==> config.mk <==
export PLATFORM = sky130hd
export DESIGN_NAME = strap_cfg_loader
export DESIGN_NICKNAME = d
export VERILOG_FILES = /design/src/rtl/strap_cfg_loader.sv
export SDC_FILE = /design/constraint.sdc
export NUM_CORES = 1
export LEC_CHECK = 0
export CORE_ASPECT_RATIO = 0.8
export CORE_MARGIN = 3
export CORE_UTILIZATION = 28
export DETAILED_ROUTE_END_ITERATION = 10
export MAX_ROUTING_LAYER = met4
export PLACE_DENSITY = 0.51
export SLEW_MARGIN = 20
export SYNTH_ARGS = -nofsm -noshare
export SYNTH_HDL_FRONTEND = slang
export SYNTH_SLANG_ARGS = --single-unit
export TNS_END_PERCENT = 100
==> constraint.sdc <==
create_clock -name ck -period 5.4 [get_ports ck]
set_clock_uncertainty 0.15 [all_clocks]
set_input_delay 1.62 -clock ck [delete_from_list [all_inputs] [get_ports ck]]
set_output_delay 1.62 -clock ck [all_outputs]
set_load 0.03 [all_outputs]
==> src/rtl/strap_cfg_loader.sv <==
// Strap configuration loader.
// Captures the tie-cell strap field after a start request, waits for it to
// stay stable, checks even parity, then shifts it LSB first into the
// downstream cfg register chain and issues a single latch strobe.
//
// state  | meaning
// -------+-----------------------------------------------------------
// IDLE   | after reset, waiting for start
// SAMPLE | comparing straps against snap until stable or out of retries
// CHECK  | one cycle parity check of snap
// SHIFT  | presenting snap[idx] on cfg_sdo, advancing on cfg_ready
// LATCH  | cfg_load pulse after the last accepted bit
// DONE   | capture complete, cfg_q valid, waiting for a re-capture start
// ERROR  | instability or parity failure, waiting for a re-capture start
module strap_cfg_loader #(
  parameter int N_STRAP    = 8,
  parameter int STABLE_CYC = 4,
  parameter int MAX_RETRY  = 3
) (
  input  logic               ck,
  input  logic               nrst,
  input  logic [N_STRAP-1:0] straps,
  input  logic               strap_par,
  input  logic               start,
  input  logic               cfg_ready,
  output logic               cfg_sdo,
  output logic               cfg_sen,
  output logic               cfg_load,
  output logic [N_STRAP-1:0] cfg_q,
  output logic               done,
  output logic               err
);

  localparam int SC_W = $clog2(STABLE_CYC + 1);
  localparam int IX_W = $clog2(N_STRAP);
  localparam int RT_W = $clog2(MAX_RETRY + 1);

  typedef enum logic [2:0] {
    S_IDLE,
    S_SAMPLE,
    S_CHECK,
    S_SHIFT,
    S_LATCH,
    S_DONE,
    S_ERROR
  } state_t;

  state_t             state;
  logic [N_STRAP-1:0] snap;
  logic [SC_W-1:0]    stab_cnt;
  logic [IX_W-1:0]    idx;
  logic [RT_W-1:0]    retry;

  logic [IX_W-1:0]    idx_nxt;
  logic               parity_ok;
  logic               last_bit;

  // Next shift index, parity and last-bit decode used by the state register.
  assign idx_nxt   = idx + IX_W'(1);
  assign parity_ok = ((^snap) ^ strap_par) == 1'b0;
  assign last_bit  = (idx == IX_W'(N_STRAP - 1));

  // Sequencer: state, working registers and all registered outputs.
  always_ff @(posedge ck or negedge nrst) begin
    if (!nrst) begin
      state    <= S_IDLE;
      snap     <= '0;
      stab_cnt <= '0;
      idx      <= '0;
      retry    <= '0;
      cfg_sdo  <= 1'b0;
      cfg_sen  <= 1'b0;
      cfg_load <= 1'b0;
      cfg_q    <= '0;
      done     <= 1'b0;
      err      <= 1'b0;
    end else begin
      case (state)
        S_IDLE, S_DONE, S_ERROR: begin
          // A fresh capture always starts from a clean slate, including cfg_q.
          if (start) begin
            state    <= S_SAMPLE;
            snap     <= straps;
            stab_cnt <= '0;
            retry    <= '0;
            cfg_q    <= '0;
            done     <= 1'b0;
            err      <= 1'b0;
          end
        end

        S_SAMPLE: begin
          if (straps == snap) begin
            if (stab_cnt == SC_W'(STABLE_CYC - 1)) begin
              state <= S_CHECK;
            end else begin
              stab_cnt <= stab_cnt + SC_W'(1);
            end
          end else if (retry == RT_W'(MAX_RETRY)) begin
            state <= S_ERROR;
            err   <= 1'b1;
          end else begin
            snap     <= straps;
            stab_cnt <= '0;
            retry    <= retry + RT_W'(1);
          end
        end

        S_CHECK: begin
          if (parity_ok) begin
            state   <= S_SHIFT;
            idx     <= '0;
            cfg_q   <= snap;
            cfg_sen <= 1'b1;
            cfg_sdo <= snap[0];
          end else begin
            state <= S_ERROR;
            err   <= 1'b1;
          end
        end

        S_SHIFT: begin
          // No timeout: a stalled consumer simply holds the current bit.
          if (cfg_ready) begin
            if (last_bit) begin
              state    <= S_LATCH;
              cfg_sen  <= 1'b0;
              cfg_sdo  <= 1'b0;
              cfg_load <= 1'b1;
            end else begin
              idx     <= idx_nxt;
              cfg_sdo <= snap[idx_nxt];
            end
          end
        end

        S_LATCH: begin
          state    <= S_DONE;
          cfg_load <= 1'b0;
          done     <= 1'b1;
        end

        default: begin
          state <= S_IDLE;
        end
      endcase
    end
  end

endmodule

==> flow_metrics.py, run 1 <==
metrics = {
    "outcome": {
        "status": "finished, final reports clean",
    },
    "finish": {
        "syn_to_final_growth_pct": 23.6,
        "layout.nets": 219,
        "num-fill-cells": 639,
        "drive_gt1_share_pct": 13.9,
        "antenna_cells": 0,
        "fin_area_mm2": 0.00227,
    },
    "clocking": {
        "clk_pin_slew_ns": 0.07,
        "clock-root-buffer": "clkbuf_8",
        "holdBufCountCts": 0,
        "cts_buffers": 5,
        "clock-sinks": 32,
        "clk_latency_ns": 0.29,
        "cts_resized": 0,
        "postCtsSetupRepairBufs": 0,
        "htree_num_levels": 2,
        "ctsLongestPathBuffers": 2,
        "tritoncts": "built",
    },
    "timing": {
        "fmax_mhz": 273,
        "max_slew_margin_pct": 65.3,
        "worst_pin_slew_ns": 0.515,
        "period_needed_ns": 3.66,
        "setup_ws_ns": 1.74,
        "slew_viol_final": 0,
        "fin_crit_sh_pct": 67.8,
        "final.setup.tns_ns": 0,
        "rsz0062_at_grt": "false",
        "hold_viol_final": 0,
        "timing.hold.ws_ns": 0.328,
        "final-setup-viol-count": 0,
    },
    "synth": {
        "synthTopCellsByArea": "dfrtp_1, mux2_2, xnor2_1",
        "synth_area_leader_cell": "dfrtp_1",
        "synth_flop_cell": "dfrtp_1",
        "ys_warn_count": 0,
        "synth_edf_count": 0,
        "synthArstFlopShare_pct": 100,
        "synth_cell_types": 43,
        "synth_fp_nets": 194,
        "ys_ff_latch": 32,
        "netlist_area_mm2": 0.00184,
        "syn_inst": 176,
        "seq_area_frac_synth_pct": 43.6,
        "synth_top_area_share_pct": 43.6,
        "avgSynthCellArea_um2": 10.4,
    },
    "pwr": {
        "swShare_pct": 40.2,
        "p_clk_share_pct": 18.1,
        "total_leakage_power_nw": 0.921,
        "internal_power_uw": 757,
        "powerDensity_mw_per_mm2": 558,
        "ir_worst_vdd_mv": 0.139,
        "power_frac_comb_pct": 49.1,
        "p_seq_share_pct": 32.7,
        "netSwitchingPower_uw": 509,
    },
    "floorplanning": {
        "pin_count": 26,
        "coreArea_mm2": 0.00613,
        "die_w_um": 96.5,
        "rows": 25,
        "dieArea_mm2": 0.00757,
        "die_h_um": 78.4,
        "start_util_pct": 29.9,
    },
    "global_routing": {
        "grt_start_max_net_pins": 33,
        "antenna_found_initial": 0,
        "grt_use_total_pct": 12.7,
        "grt_pass1_wl_mm": 7.21,
        "grt_pass1_vias": 1385,
        "grt_overflow": 0,
    },
    "worst_setup_path": {
        "required_ns": 5.41,
        "crit_fanout": 5,
        "end_kind": "flop",
        "arrival_ns": 3.67,
        "startpoint_type": "input pin",
        "criticalPathCategory": "in -> reg",
    },
    "place": {
        "pre_cts_ws_ns": 1.49,
        "post_dp_cell_area_mm2": 0.00216,
        "io_buffers": 25,
        "gp_congestion": 0.807,
        "hpwl_mm": 3.14,
    },
    "detailed_routing": {
        "ant_nets": 0,
        "first_pass_iters": 4,
        "vias_per_cell": 4.98,
        "wl_per_cell_um": 15.2,
        "drtIter0Drc": 46,
        "vias": 1409,
        "routed_wl_mm": 4.30,
        "route.detailed.drc": 0,
    },
    "flow_run": {
        "maxCapViolations": 0,
    },
    "min_path": {
        "hp-class": "reg -> reg",
    },
}
per-stage QoR:
| stage | util (%) | cells | power (mW) |
|---|---|---|---|
| global placement | 35.2 | 275 | 1.04 |
| detailed placement | 35.2 | 275 | 1.04 |
| global route | 37.0 | 283 | 1.36 |
| finish | 37.0 | 283 | 1.27 |
| CTS | 37.0 | 283 | 1.28 |
| floorplan | - | 176 | 0.870 |
logic make-up (layout without fill, tap and decap cells):
kind of cell               Yosys count  in the layout  synth area share (%)
and+or+nand+nor                     52             52                  14.8
buffers and inverters               17             43                  3.89
adders and majority gates            5              5                  3.41
xor gates and xnor gates            15             15                  8.66
muxes                               18             18                  11.9
AOI/OAI and AO/OA                   37             37                  13.7
DFF                                 32             32                  43.6
final timing paths:
check / cells after the start / slack [ns] / start / end
min in group asynchronous: 2 / 1.59 / nrst / cfg_q[2]
hold reg to reg: 2 / 0.33 / done / done
setup reg to reg: 5 / 2.87 / state[0] / snap[1]
setup / recovery: 6 / 1.74 / straps[3] / state[0]
max in group asynchronous: 2 / 3.20 / nrst / snap[2]
hold / removal: 2 / 0.33 / done / done
per-layer routing:
| metal | part of all wire (%) | vias up | global-route usage (%) |
|---|---|---|---|
| li1 | - | 682 | - |
| met1 | 54 | 693 | 19.7 |
| met2 | 41 | 27 | 16.1 |
| met3 | 4.4 | 7 | 2.97 |
| met4 | 1.0 | 0 | 3.36 |
| met5 | 0 | - | - |
power groups by stage:
stage | registers (mW) | clock network [mW] | logic [mW]
floorplan | 0.414 | 0 | 0.456
global placement | 0.418 | 0 | 0.626
detailed placement | 0.419 | 0 | 0.623
CTS | 0.415 | 0.240 | 0.628
global route | 0.431 | 0.249 | 0.676
finish | 0.414 | 0.230 | 0.622
state kept, by name (all words and copies together) (netlist names):
signal    count
retry         2
stab_cnt      3
cfg_load      1
idx           3
state         3
cfg_sdo       1
err           1
done          1
snap          8
cfg_q         8
cfg_sen       1
cell type report:
class	count	area (µm²)	share of cell area [%]
well taps	81	101	4.47
clock buffers	6	72.6	3.20
multi-input cells	127	963	42.5
clock inverters	2	35.0	1.54
inverters	8	30.0	1.32
repair buffers	27	265	11.7
flip-flops and latches	32	801	35.3
layout by cell type (no fill, tap or decap), drive strengths merged, types with 3 or more instances in the layout:
cell	Yosys	final
a21oi	4	4
clkbuf	5	6
clkdlybuf4s50	0	25
dfrtp	32	32
ha	5	5
inv	8	8
mux2	11	11
mux2i	5	5
nand2	22	22
nand2b	3	3
nand3	3	3
nand4	3	3
nor2	4	4
nor2b	3	3
nor3	4	4
o21ai	14	14
o2bb2ai	5	5
xnor2	12	12
critical path, stage by stage:
cell,delay [ns]
clkdlybuf4s50_1,0.53
xnor2_1,0.15
nand4_1,0.24
o21ai_0,0.50
nand3_1,0.19
a2111o_1,0.44
cell usage after synthesis (all sizes together), types with 3 or more instances:
cell,count
nand4,3
nor2b,3
mux2i,5
ha,5
nor2,4
dfrtp,32
nand2,22
nand2b,3
nand3,3
buf,4
a21oi,4
xnor2,12
inv,8
nor3,4
clkbuf,5
o21ai,14
mux2,11
o2bb2ai,5
No activity file was read; power rests on OpenSTA's default activity.
==> inputs of run 2 (changes only) <==
--- a/config.mk
+++ b/config.mk
@@ -10,7 +10,7 @@
 export CORE_UTILIZATION = 28
 export DETAILED_ROUTE_END_ITERATION = 10
 export MAX_ROUTING_LAYER = met4
-export PLACE_DENSITY = 0.51
+export PLACE_DENSITY = 0.52
 export SLEW_MARGIN = 20
 export SYNTH_ARGS = -nofsm -noshare
 export SYNTH_HDL_FRONTEND = slang
==> constraint.sdc (replaced) <==
create_clock -name ck -period 3.3 [get_ports ck]
set_clock_uncertainty 0.15 [all_clocks]
set_input_delay 0.99 -clock ck [delete_from_list [all_inputs] [get_ports ck]]
set_output_delay 0.99 -clock ck [all_outputs]
set_load 0.03 [all_outputs]
==> flow_metrics.py, run 2 (synthesis results as in run 1) <==
metrics = {
    "finish": {
        "num-fill-cells": 656,
        "fin_util_pct": 37.2,
        "drive_gt1_share_pct": 15.0,
        "syn_to_final_growth_pct": 24.3,
        "layout.nets": 223,
        "reg_top3": "cfg_q (8), snap (8)",
        "antenna_cells": 0,
        "mostFrequentLayoutCell": "dfrtp_1",
        "final_cell_mix": "dfrtp_1, clkdlybuf4s50_1, nand2_1",
    },
    "worst_setup_path": {
        "required_ns": 3.32,
        "rr_worst_depth": 4,
        "worstSetupEndpoint": "stab_cnt[2]",
        "criticalPathCategory": "in -> reg",
        "slowest_delay_ns": 0.55,
        "cp-startpoint": "straps[3]",
        "end_kind": "flop",
        "r2r_end": "stab_cnt[2]",
        "r2r_start": "state[0]",
        "slowest_stage": "or4_4",
        "rrSetupSlack_ns": 0.95,
        "startpoint_type": "input pin",
        "crit_chain": "clkdlybuf4s50_1, xnor2_1, nand4_1, or4_4, nand3_1, mux2_2",
        "crit_fanout": 5,
        "arrival_ns": 2.90,
    },
    "global_routing": {
        "grt_pass1_vias": 1308,
        "grt_start_max_net_pins": 33,
        "antenna_found_initial": 0,
        "grt_pass1_wl_mm": 6.92,
        "grt_use_total_pct": 12.3,
        "grt_overflow": 0,
    },
    "timing": {
        "worst_pin_slew_ns": 0.521,
        "final-setup-viol-count": 0,
        "fmax_mhz": 347,
        "period_needed_ns": 2.88,
        "final.setup.tns_ns": 0,
        "max_slew_margin_pct": 65.2,
        "slew_viol_final": 0,
        "hold_viol_final": 0,
        "rsz0062_at_grt": "false",
        "fin_crit_sh_pct": 87.2,
    },
    "detailed_routing": {
        "vias_per_cell": 4.80,
        "first_pass_iters": 4,
        "drtIter0Drc": 44,
        "route.detailed.drc": 0,
        "wl_per_cell_um": 14.6,
        "routed_wl_mm": 4.18,
        "vias": 1379,
        "ant_nets": 0,
    },
    "clocking": {
        "clk_latency_ns": 0.28,
        "clock-root-buffer": "clkbuf_8",
        "postCtsSetupRepairBufs": 0,
        "clock-sinks": 32,
        "ctsLongestPathBuffers": 2,
        "tritoncts": "built",
        "cts_resized": 0,
        "htree_num_levels": 2,
        "clk_pin_slew_ns": 0.07,
        "cts_buffers": 5,
        "holdBufCountCts": 0,
    },
    "pwr": {
        "ir_worst_vdd_mv": 0.407,
        "total_leakage_power_nw": 0.930,
        "powerDensity_mw_per_mm2": 900,
        "power_mw": 2.05,
    },
    "place": {
        "io_buffers": 25,
        "gp_congestion": 0.761,
        "hpwl_mm": 3.08,
    },
    "floorplanning": {
        "pin_count": 26,
        "start_util_pct": 29.9,
        "coreArea_mm2": 0.00613,
        "dieArea_mm2": 0.00757,
        "die_h_um": 78.4,
        "rows": 25,
        "die_w_um": 96.5,
    },
    "outcome": {
        "status": "finished, final reports clean",
    },
    "min_path": {
        "hp-class": "reg -> reg",
        "hold_start": "stab_cnt[0]",
    },
    "flow_run": {
        "maxCapViolations": 0,
    },
}
[run 2: how the worst min path moves through the flow]
| stage | end | slack [ns] | cells after the start |
|---|---|---|---|
| after floorplan | stab_cnt[0] | 0.31 | 1 |
| final | stab_cnt[0] | 0.35 | 1 |
| after detailed placement | done | 0.34 | 2 |
| after global placement | stab_cnt[0] | 0.33 | 1 |
| after CTS | stab_cnt[0] | 0.35 | 1 |
| after global routing | stab_cnt[0] | 0.37 | 1 |
[run 2: metal layers]
metal | GRT usage (%) | share of wire (%) | up-vias
met4 | 3.36 | 1.0 | 0
met2 | 14.9 | 39 | 22
li1 | - | - | 696
met1 | 19.6 | 55 | 656
met3 | 3.07 | 4.6 | 5
met5 | - | 0 | -
[run 2: stage by stage]
stage / instances / setup WS (ns) / hold WS, ns / cell area [µm²]
floorplan: 176 / 0.782 / 0.307 / 1840
global placement: 279 / 0.126 / 0.330 / 2190
detailed placement: 279 / 0.118 / 0.335 / 2190
CTS: 287 / 0.430 / 0.347 / 2280
global route: 287 / 0.353 / 0.365 / 2280
finish: 287 / 0.421 / 0.345 / 2280
[run 2: cell type report]
type                            instances  area (µm²)  area share (%)
Multi-Input combinational cell        127         963            42.2
Tap cell                               81         101            4.44
Timing Repair Buffer                   31         295            12.9
Inverter                                8        30.0            1.32
Sequential cell                        32         801            35.1
Clock buffer                            8        90.1            3.95
[run 2: worst max-delay path: cells and delay by family]
kind	cells	cell delay, ns
mux	1	0.35
buf+inv	1	0.50
simple gates	3	0.94
xor+xnor	1	0.13
[run 2: where the power goes]
group | leakage, nW | switching, mW | total, mW | internal [mW]
Clock | 0.0455 | 0.144 | 0.315 | 0.170
Combinational | 0.486 | 0.524 | 1.07 | 0.542
Sequential | 0.399 | 0.166 | 0.674 | 0.508
Total | 0.930 | 0.834 | 2.05 | 1.22
==> inputs of run 3 (changes only) <==
--- a/config.mk
+++ b/config.mk
@@ -7,10 +7,10 @@
 export LEC_CHECK = 0
 export CORE_ASPECT_RATIO = 0.8
 export CORE_MARGIN = 3
-export CORE_UTILIZATION = 28
+export CORE_UTILIZATION = 35
 export DETAILED_ROUTE_END_ITERATION = 10
 export MAX_ROUTING_LAYER = met4
-export PLACE_DENSITY = 0.52
+export PLACE_DENSITY = 0.61
 export SLEW_MARGIN = 20
 export SYNTH_ARGS = -nofsm -noshare
 export SYNTH_HDL_FRONTEND = slang
==> flow_metrics.py, run 3 (synthesis results as in run 1) <==
metrics = {
    "outcome": {
        "status": "finished, final reports clean",
    },
    "finish": {
        "mostFrequentLayoutCell": "dfrtp_1",
        "drive_gt1_share_pct": 16.0,
        "reg_top3": "cfg_q (8), snap (8)",
        "antenna_cells": 0,
        "syn_to_final_growth_pct": 24.8,
        "fin_area_mm2": 0.00229,
        "register_area_um2": 801,
        "num-fill-cells": 436,
        "final_cell_mix": "dfrtp_1, clkdlybuf4s50_1, nand2_1",
        "multi_input_area_um2": 963,
        "layout.nets": 223,
    },
    "timing": {
        "timing.hold.ws_ns": 0.338,
        "final.setup.tns_ns": 0,
        "slew_viol_final": 0,
        "rsz0062_at_grt": "false",
        "final-setup-viol-count": 0,
        "hold_viol_final": 0,
        "period_needed_ns": 2.85,
        "worst_pin_slew_ns": 0.505,
        "max_slew_margin_pct": 66.3,
        "fin_crit_sh_pct": 86.3,
        "fmax_mhz": 351,
    },
    "clocking": {
        "ctsLongestPathBuffers": 2,
        "htree_num_levels": 2,
        "tritoncts": "built",
        "clk_latency_ns": 0.28,
        "clock-sinks": 32,
        "clock-root-buffer": "clkbuf_8",
        "postCtsSetupRepairBufs": 0,
        "holdBufCountCts": 0,
        "cts_resized": 0,
        "clk_pin_slew_ns": 0.07,
        "cts_buffers": 5,
    },
    "floorplanning": {
        "start_util_pct": 38.1,
        "pin_count": 26,
        "dieArea_mm2": 0.00615,
        "die_w_um": 87.0,
        "die_h_um": 70.8,
        "rows": 22,
        "coreArea_mm2": 0.00482,
    },
    "detailed_routing": {
        "ant_nets": 0,
        "drtIter0Drc": 57,
        "routed_wl_mm": 4.01,
        "wl_per_cell_um": 15.1,
        "route.detailed.drc": 0,
        "vias": 1381,
        "vias_per_cell": 5.19,
        "first_pass_iters": 4,
    },
    "global_routing": {
        "grt_pass1_vias": 1314,
        "grt_start_max_net_pins": 33,
        "grt_use_total_pct": 14.7,
        "grt_overflow": 0,
        "grt_pass1_wl_mm": 6.81,
        "antenna_found_initial": 0,
    },
    "pwr": {
        "powerDensity_mw_per_mm2": 929,
        "total_leakage_power_nw": 0.950,
        "ir_worst_vdd_mv": 0.462,
    },
    "place": {
        "gp_congestion": 0.835,
        "hpwl_mm": 2.99,
        "post_dp_cell_area_mm2": 0.00216,
        "io_buffers": 25,
    },
    "min_path": {
        "hold_start": "done",
        "hp-class": "reg -> reg",
        "min_to": "done",
        "hold_depth": 2,
    },
    "worst_setup_path": {
        "crit_fanout": 5,
        "r2r_start": "state[0]",
        "arrival_ns": 2.87,
        "rr_worst_depth": 4,
        "cp-startpoint": "straps[6]",
        "criticalPathCategory": "in -> reg",
        "rrSetupSlack_ns": 0.92,
        "startpoint_type": "input pin",
        "required_ns": 3.32,
        "r2r_end": "stab_cnt[2]",
        "end_kind": "flop",
    },
    "flow_run": {
        "maxCapViolations": 0,
    },
}
[run 3: per-stage QoR]
| step | utilization [%] | total power [mW] | setup WS [ns] | instances |
|---|---|---|---|---|
| after CTS | 47.6 | 2.15 | 0.466 | 266 |
| after global routing | 47.6 | 2.28 | 0.357 | 266 |
| final | 47.6 | 2.13 | 0.451 | 266 |
| after floorplan | - | 1.42 | 0.782 | 176 |
| after detailed placement | 44.9 | 1.72 | 0.170 | 258 |
| after global placement | 44.9 | 1.73 | 0.204 | 258 |
[run 3: area by class of cell]
cell class              count  share of cell area, %
inverters                   8                   1.31
repair buffers             31                   12.9
clock inverters             1                   1.31
multi-input cells         127                   42.1
well taps                  60                   3.28
flip-flops and latches     32                   35.0
clock buffers               7                   4.21
[run 3: worst max-delay path, cell delays in order]
cell and delay (ns):
clkdlybuf4s50_1 0.49, xnor2_1 0.12, nand4_1 0.22, or4_4 0.55, nand3_1 0.15, mux2_2 0.34
[run 3: report_power, final]
part | leakage (nW) | internal (mW) | switching (mW)
combinational | 0.486 | 0.533 | 0.495
sequential | 0.399 | 0.508 | 0.178
clock | 0.0645 | 0.266 | 0.148
[run 3: metal layers]
layer / vias up / track usage, % / wire length (µm)
met3: 5 / 3.61 / 162
met5: - / - / 0
met1: 651 / 23.0 / 2230
met2: 29 / 17.9 / 1570
li1: 696 / - / -
met4: 0 / 4.84 / 51
[run 3: how the worst max path moves through the flow]
stage	slack, ns	cells after the start	to
after detailed placement	0.17	6	stab_cnt[2]
final	0.45	6	stab_cnt[2]
after CTS	0.47	6	stab_cnt[2]
after floorplan	0.78	5	stab_cnt[2]
after global routing	0.36	6	stab_cnt[2]
after global placement	0.20	6	stab_cnt[2]
